## config.mk

```make
export PLATFORM = sky130hd
export DESIGN_NAME = frame_stack_flat
export DESIGN_NICKNAME = d
export VERILOG_FILES = /design/src/rtl/frame_stack_pkg.sv /design/src/rtl/frame_stack_if.sv /design/src/rtl/frame_stack_mem.sv /design/src/rtl/frame_stack.sv /design/src/flat_wrapper.sv
export SDC_FILE = /design/constraint.sdc
export NUM_CORES = 1
export LEC_CHECK = 0
export ABC_AREA = 0
export CAP_MARGIN = 20
export CORE_ASPECT_RATIO = 0.75
export CORE_UTILIZATION = 45
export DETAILED_ROUTE_END_ITERATION = 10
export GPL_ROUTABILITY_DRIVEN = 0
export MAX_ROUTING_LAYER = met4
export PLACE_DENSITY = 0.63
export SYNTH_ARGS = -nofsm -noshare
export SYNTH_HDL_FRONTEND = slang
export SYNTH_HIERARCHICAL = 1
export SYNTH_SLANG_ARGS = --single-unit
```

## constraint.sdc

```tcl
create_clock -name clk -period 3.4 [get_ports clk]
set_input_delay 0.85 -clock clk [delete_from_list [all_inputs] [get_ports clk]]
set_output_delay 0.85 -clock clk [all_outputs]
set_load 0.01 [all_outputs]
```

## src/rtl/frame_stack_pkg.sv

```systemverilog
// Shared constants, op encoding and request decode for the frame stack.
// The decode collapses {push,pop,empty,full} into the single action taken this cycle.
package frame_stack_pkg;

  localparam int WIDTH_DEF = 8;
  localparam int DEPTH_DEF = 16;

  typedef enum logic [1:0] {
    OP_IDLE    = 2'd0,
    OP_PUSH    = 2'd1,
    OP_POP     = 2'd2,
    OP_REPLACE = 2'd3
  } op_e;

  // push&pop on an empty stack degrades to a plain push; the pop half is an underflow.
  function automatic op_e decode_op(input logic push, input logic pop,
                                    input logic empty, input logic full);
    op_e op;
    op = OP_IDLE;
    if (push && pop)      op = empty ? OP_PUSH : OP_REPLACE;
    else if (push)        op = full ? OP_IDLE : OP_PUSH;
    else if (pop)         op = empty ? OP_IDLE : OP_POP;
    return op;
  endfunction

endpackage

```

## src/rtl/frame_stack_if.sv

```systemverilog
// Push/pop request bus between a client (master) and the frame stack (slave).
// No back-pressure: the client watches full/empty on the stack's status ports.
interface frame_stack_if #(
  parameter int WIDTH = 8
);
  logic             push;
  logic             pop;
  logic [WIDTH-1:0] push_data;
  logic [WIDTH-1:0] pop_data;
  logic             pop_valid;

  modport master (output push, output pop, output push_data,
                  input  pop_data, input pop_valid);
  modport slave  (input  push, input pop, input push_data,
                  output pop_data, output pop_valid);
endinterface

```

## src/rtl/frame_stack_mem.sv

```systemverilog
// stack_mem: frame storage, one synchronous write port and one asynchronous read port.
// Latency: write lands on the clock edge, read is combinational; no back-pressure.
// Contents are deliberately not reset; the top-level never exposes an unwritten entry.
module stack_mem #(
  parameter  int WIDTH = 8,
  parameter  int DEPTH = 16,
  localparam int AW    = $clog2(DEPTH)
) (
  input  logic             clk,
  input  logic             we,
  input  logic [AW-1:0]    waddr,
  input  logic [WIDTH-1:0] wdata,
  input  logic [AW-1:0]    raddr,
  output logic [WIDTH-1:0] rdata
);

  logic [WIDTH-1:0] mem [DEPTH];

  always_ff @(posedge clk) begin
    if (we) mem[waddr] <= wdata;
  end

  assign rdata = mem[raddr];

endmodule

```

## src/rtl/frame_stack.sv

```systemverilog
// frame_stack: LIFO of frame words with registered top, sticky ovf/unf and optional peak (FRAME_STACK_PEAK_EN).
// Latency: push/pop take effect on the sampling edge; pop_data/pop_valid appear one cycle after pop.
// Backpressure: none; full drops pushes (ovf), empty ignores pops (unf).
module frame_stack
  import frame_stack_pkg::*;
#(
  parameter  int WIDTH = WIDTH_DEF,
  parameter  int DEPTH = DEPTH_DEF,
  localparam int AW    = $clog2(DEPTH),
  localparam int CW    = AW + 1
) (
  input  logic             clk,
  input  logic             rst_n,
  frame_stack_if.slave     bus,
  input  logic             clr_err,
  output logic [WIDTH-1:0] top,
  output logic [CW-1:0]    count,
  output logic             empty,
  output logic             full,
  output logic             ovf,
  output logic             unf
`ifdef FRAME_STACK_PEAK_EN
  ,
  output logic [CW-1:0]    peak
`endif
);

  op_e              op;
  logic [CW-1:0]    cnt_q, cnt_nxt;
  logic [WIDTH-1:0] top_q, pop_data_q, below, rdata;
  logic             pop_valid_q, ovf_q, unf_q;
  logic             we;
  logic [AW-1:0]    waddr, raddr;
  logic             ovf_set, unf_set;

  assign empty = (cnt_q == '0);
  assign full  = (cnt_q == CW'(DEPTH));
  assign op    = decode_op(bus.push, bus.pop, empty, full);

  assign ovf_set = bus.push & ~bus.pop & full;
  assign unf_set = bus.pop & empty;

  always_comb begin
    cnt_nxt = cnt_q;
    we      = 1'b0;
    waddr   = cnt_q[AW-1:0];
    case (op)
      OP_PUSH: begin
        we      = 1'b1;
        cnt_nxt = cnt_q + CW'(1);
      end
      OP_POP: cnt_nxt = cnt_q - CW'(1);
      OP_REPLACE: begin
        we    = 1'b1;
        waddr = cnt_q[AW-1:0] - AW'(1);
      end
      default: ;
    endcase
  end

  // Entry below the top; wraps correctly when full because only the low AW bits are used.
  assign raddr = cnt_q[AW-1:0] - AW'(2);
  assign below = (cnt_q >= CW'(2)) ? rdata : '0;

  stack_mem #(.WIDTH(WIDTH), .DEPTH(DEPTH)) u_mem (
    .clk   (clk),
    .we    (we),
    .waddr (waddr),
    .wdata (bus.push_data),
    .raddr (raddr),
    .rdata (rdata)
  );

  always_ff @(posedge clk or negedge rst_n) begin
    if (!rst_n) begin
      cnt_q       <= '0;
      top_q       <= '0;
      pop_data_q  <= '0;
      pop_valid_q <= 1'b0;
      ovf_q       <= 1'b0;
      unf_q       <= 1'b0;
    end else begin
      cnt_q       <= cnt_nxt;
      pop_valid_q <= (op == OP_POP) || (op == OP_REPLACE);
      if ((op == OP_POP) || (op == OP_REPLACE)) pop_data_q <= top_q;
      if ((op == OP_PUSH) || (op == OP_REPLACE)) top_q <= bus.push_data;
      else if (op == OP_POP)                     top_q <= below;
      // A new error in the same cycle as clr_err keeps the flag set.
      ovf_q <= ovf_set | (ovf_q & ~clr_err);
      unf_q <= unf_set | (unf_q & ~clr_err);
    end
  end

`ifdef FRAME_STACK_PEAK_EN
  logic [CW-1:0] peak_q;

  always_ff @(posedge clk or negedge rst_n) begin
    if (!rst_n)                peak_q <= '0;
    else if (cnt_nxt > peak_q) peak_q <= cnt_nxt;
  end

  assign peak = peak_q;
`endif

  assign count         = cnt_q;
  assign top           = top_q;
  assign ovf           = ovf_q;
  assign unf           = unf_q;
  assign bus.pop_data  = pop_data_q;
  assign bus.pop_valid = pop_valid_q;

endmodule

```

## src/flat_wrapper.sv

```systemverilog
// flat-port wrapper written by rule: the top's interface ports become plain ports
module frame_stack_flat import frame_stack_pkg::*;
#(
  parameter  int WIDTH = WIDTH_DEF,
  parameter  int DEPTH = DEPTH_DEF,
  localparam int AW    = $clog2(DEPTH),
  localparam int CW    = AW + 1
)
  (clk, rst_n, clr_err, top, count, empty, full, ovf, unf, bus_push, bus_pop, bus_push_data, bus_pop_data, bus_pop_valid);
  frame_stack_if #(.WIDTH(WIDTH)) bus_i ();
  input  logic clk;
  input  logic rst_n;
  input  logic clr_err;
  output logic [WIDTH-1:0] top;
  output logic [CW-1:0] count;
  output logic empty;
  output logic full;
  output logic ovf;
  output logic unf;
  input wire logic [$bits(bus_i.push)-1:0] bus_push;
  input wire logic [$bits(bus_i.pop)-1:0] bus_pop;
  input wire logic [$bits(bus_i.push_data)-1:0] bus_push_data;
  output wire logic [$bits(bus_i.pop_data)-1:0] bus_pop_data;
  output wire logic [$bits(bus_i.pop_valid)-1:0] bus_pop_valid;
  assign bus_i.push = bus_push;
  assign bus_i.pop = bus_pop;
  assign bus_i.push_data = bus_push_data;
  assign bus_pop_data = bus_i.pop_data;
  assign bus_pop_valid = bus_i.pop_valid;
  frame_stack #(.WIDTH(WIDTH), .DEPTH(DEPTH)) u_core (.clk(clk), .rst_n(rst_n), .bus(bus_i), .clr_err(clr_err), .top(top), .count(count), .empty(empty), .full(full), .ovf(ovf), .unf(unf));
endmodule
```

==> metrics.log <==
INFO  metric status = complete, no violations
INFO  metric drt-vias-per-instance = between 5 and 6
INFO  metric yosys-top-cells-area = edfxtp_1, dfrtp_1, mux4_2
INFO  metric ranking_of_synthesized_cells_by_instance_count = edfxtp_1, dfrtp_1, mux4_2, a22oi_1, nor2_1
INFO  metric worstSetupStartpointType = flip-flop
INFO  metric die_height = 105 um
INFO  metric rsz0062_at_grt = false
INFO  metric fin_crit_sh = between 80 and 90%
INFO  metric grt_max_degree = 39
INFO  metric antenna-diode-count = 0
INFO  metric post-route-cell-area = 7720 um2
INFO  metric core_area = 13800 um2
INFO  metric maxSlewViolCount = 0
INFO  metric drt_iter0_drc = between 200 and 300
INFO  metric timing.slew.headroom = 51.1%
INFO  metric yosys_register_bits = 152
INFO  metric tritoncts = done
INFO  metric cp_data_required_time = 2.55 ns
INFO  metric i_o_buffers = 38
INFO  metric setup_viol = 0
INFO  metric netlist_area = 6410 um2
INFO  metric cts.sinks = between 150 and 200
INFO  metric hpwlAfterDp = 9370 um
INFO  metric critical_path_peak_fanout = 6
INFO  metric asyncSetResetFlopFracSynth = between 15 and 20%
INFO  metric syn_avg_cell_area = about 19 um2
INFO  metric cts-root-buf = clkbuf_16
INFO  metric post-synth-top-area-cell = edfxtp_1
INFO  metric worstReg2RegEnd = u_core/u_mem/mem[4][6]$_DFFE_PP_
INFO  metric pwr_density_cell = approximately 860 nW/um2
INFO  metric synthDominantCellAreaShare = about three fifths
INFO  metric timing.hold.worst_endpoint = u_core/bus.pop_data[4]$_DFFE_PN0P_
INFO  metric antenna_violating_nets_post_route = 0
INFO  metric most_frequently_used_cell_type_in_the_post_synthesis_netlist = edfxtp_1
INFO  metric hold_path_class = flip-flop to flip-flop
INFO  metric postSynthNetCount = 366
INFO  metric worst_ep_arrival_time = between 2 and 2.5 ns
INFO  metric p_leak = 2.81 nW
INFO  metric grt_pass1_vias = 3416
INFO  metric whs_path_depth = 1
INFO  metric postCtsHoldBufs = 0
INFO  metric setup_total_negative_slack = 0 ns
INFO  metric route.detailed.wl_per_inst = 22.8 um
INFO  metric floorplan.die_area = around 15000 um2
INFO  metric worst_r2r_startpoint = u_core/count[1]$_DFFE_PN0P_
INFO  metric initial_core_util = 46.5%
INFO  metric clockBufferDepth = 2
INFO  metric synth_top_flop_cell = edfxtp_1
INFO  metric post_synth_inst_count = 341
INFO  metric io_pins = 39
INFO  metric seq_area_frac_synth = a little over two thirds
INFO  metric place_area = 7170 um2
INFO  metric synth_warnings = 6
INFO  metric endpoint_kind = primary output
INFO  metric number_of_cells_on_the_worst_reg_to_reg_path = 11
INFO  metric cts.repair.resized = 0
INFO  metric cts_htree_levels = 4
INFO  metric achievable-frequency = approximately 0.33 GHz
INFO  metric timing_worst_setup_path_type = flip-flop to primary output
INFO  metric nets = ~440
INFO  metric cts_made_buffers = 17
INFO  metric drive_gt1_share = 24.1%
INFO  metric layout_min_cycle_time = 3.02 ns
INFO  metric setup.reg_to_reg.worst_slack = 0.42 ns
INFO  metric count_of_filler_cells_inserted_in_the_layout = roughly 1000
INFO  metric num_rows = 37
INFO  metric die_width = 140 um
INFO  metric dr.pass1.iters = 5
INFO  metric final.setup_skew = 0.00587 ns
INFO  metric grtUsageTotal = 21.0%
INFO  metric drc_errors = 0
INFO  metric multi_input_comb_area = 1810 um2
INFO  metric synth_enable_flop_cells = 128
INFO  metric hold_viol_final = 0
INFO  metric cts_setup_buffers = 0
INFO  metric worst_skew_pair.late_latency = 0.42 ns
INFO  metric clkSlewWorstSetupHoldPaths = 0.06 ns
INFO  metric antenna_found_initial = 1
INFO  metric ir_drop = between 400 and 500 uV
INFO  metric max_cap_viol_count = 0
INFO  metric worst_pin_slew = about 0.73 ns
INFO  metric grt-ovfl-total = 0
INFO  metric grt_pass1_wl = 21000 um
INFO  metric sum_of_routed_wire_length_over_all_layers = 13800 um
INFO  metric area_growth = 20.4%
INFO  metric sequential_cell_area = 4450 um2
INFO  metric worstHoldStart = u_core/bus.pop_data[4]$_DFFE_PN0P_
INFO  metric netlist-cell-type-count = 43
INFO  metric number_of_vias_in_the_routed_layout = 3496
-- worst max-delay path by stage --
stage,from,endpoint,slack (ns),cells after the start
3_3_place_gp,bus_pop,u_core/u_mem/mem[4][0]$_DFFE_PP_,0.04,10
6_report,u_core/count[1]$_DFFE_PN0P_,empty,0.38,4
3_5_place_dp,bus_pop,u_core/count[4]$_DFFE_PN0P_,0.06,10
2_1_floorplan,u_core/count[1]$_DFFE_PN0P_,u_core/u_mem/mem[3][0]$_DFFE_PP_,0.14,10
5_1_grt,u_core/count[1]$_DFFE_PN0P_,u_core/u_mem/mem[4][6]$_DFFE_PP_,0.24,11
4_1_cts,u_core/count[1]$_DFFE_PN0P_,empty,0.35,4
-- per-stage QoR --
stage	util (%)	power [W]	setup WS [ns]	instances	hold slack, ns
floorplan	-	0.00409	0.142	341	0.549
global placement	52.0	0.00490	0.0386	575	0.487
detailed placement	52.0	0.00497	0.0573	575	0.497
global route	56.0	0.00695	0.241	607	0.530
CTS	56.0	0.00670	0.354	607	0.510
finish	56.0	0.00665	0.383	607	0.511
-- area by class of cell --
type	instances	share of cell area [%]
inverter	11	0.535
sequential	152	57.6
multi-input combinational	162	23.5
tap	175	2.84
timing repair buffer	75	8.53
clock buffer	19	5.61
clock inverter	13	1.46
-- per-layer routing --
layer | global-route usage [%] | part of all wire, % | wire [um]
met2 | 28.2 | 43 | 5920
met4 | 6.75 | 1.5 | 208
met3 | 5.00 | 5.5 | 765
met1 | 31.4 | 50 | 6940
met5 | - | 0 | 0
-- cell families after synthesis --
family          synth area share [%]
compound gates                  4.82
xor+xnor                       0.956
fa+ha+maj                       2.46
buf+inv                         2.60
flops                           69.3
mux                             13.8
simple gates                    6.03
-- worst max-delay path: stages (launching register included) --
cell	delay, ns
dfrtp_1	0.48
inv_1	0.11
ha_1	0.23
nor4b_2	0.33
clkdlybuf4s50_1	0.60
-- power by group --
group          internal [W]  switching, W  leakage, nW
registers           0.00234      0.000182         1.45
logic               0.00111       0.00128         1.09
clock network      0.000957      0.000773        0.268
total               0.00441       0.00224         2.81
-- state kept, by name, summed over array words and instances, names as in the netlist --
signal,flops
u_core/unf,1
u_core/ovf,1
u_core/bus.pop_data,8
u_core/bus.pop_valid,1
u_core/u_mem/mem,128
u_core/top,8
u_core/count,5
-- layout by cell type (no fill, tap or decap), types with 3 or more instances in the layout --
| cell type | Yosys | routed |
|---|---|---|
| clkdlybuf4s50_1 | 0 | 38 |
| nor2_1 | 16 | 16 |
| edfxtp_1 | 128 | 128 |
| and4b_1 | 7 | 7 |
| dfrtp_1 | 24 | 23 |
| a22oi_1 | 16 | 16 |
| xor2_1 | 3 | 3 |
| inv_6 | 0 | 4 |
| mux4_2 | 18 | 18 |
| clkinv_4 | 0 | 3 |
| nand2_1 | 15 | 15 |
| ha_1 | 11 | 11 |
| xnor2_1 | 4 | 4 |
| mux2_2 | 9 | 9 |
| clkbuf_16 | 0 | 17 |
| buf_4 | 2 | 37 |
| inv_8 | 0 | 3 |
| a21oi_1 | 4 | 4 |
| and2_1 | 3 | 3 |
| mux4_1 | 14 | 14 |
| a221o_1 | 8 | 8 |
| nand3b_1 | 4 | 4 |
| inv_1 | 11 | 11 |
| nor3_1 | 4 | 3 |
Note: power is estimated with default switching activity, not from simulation.
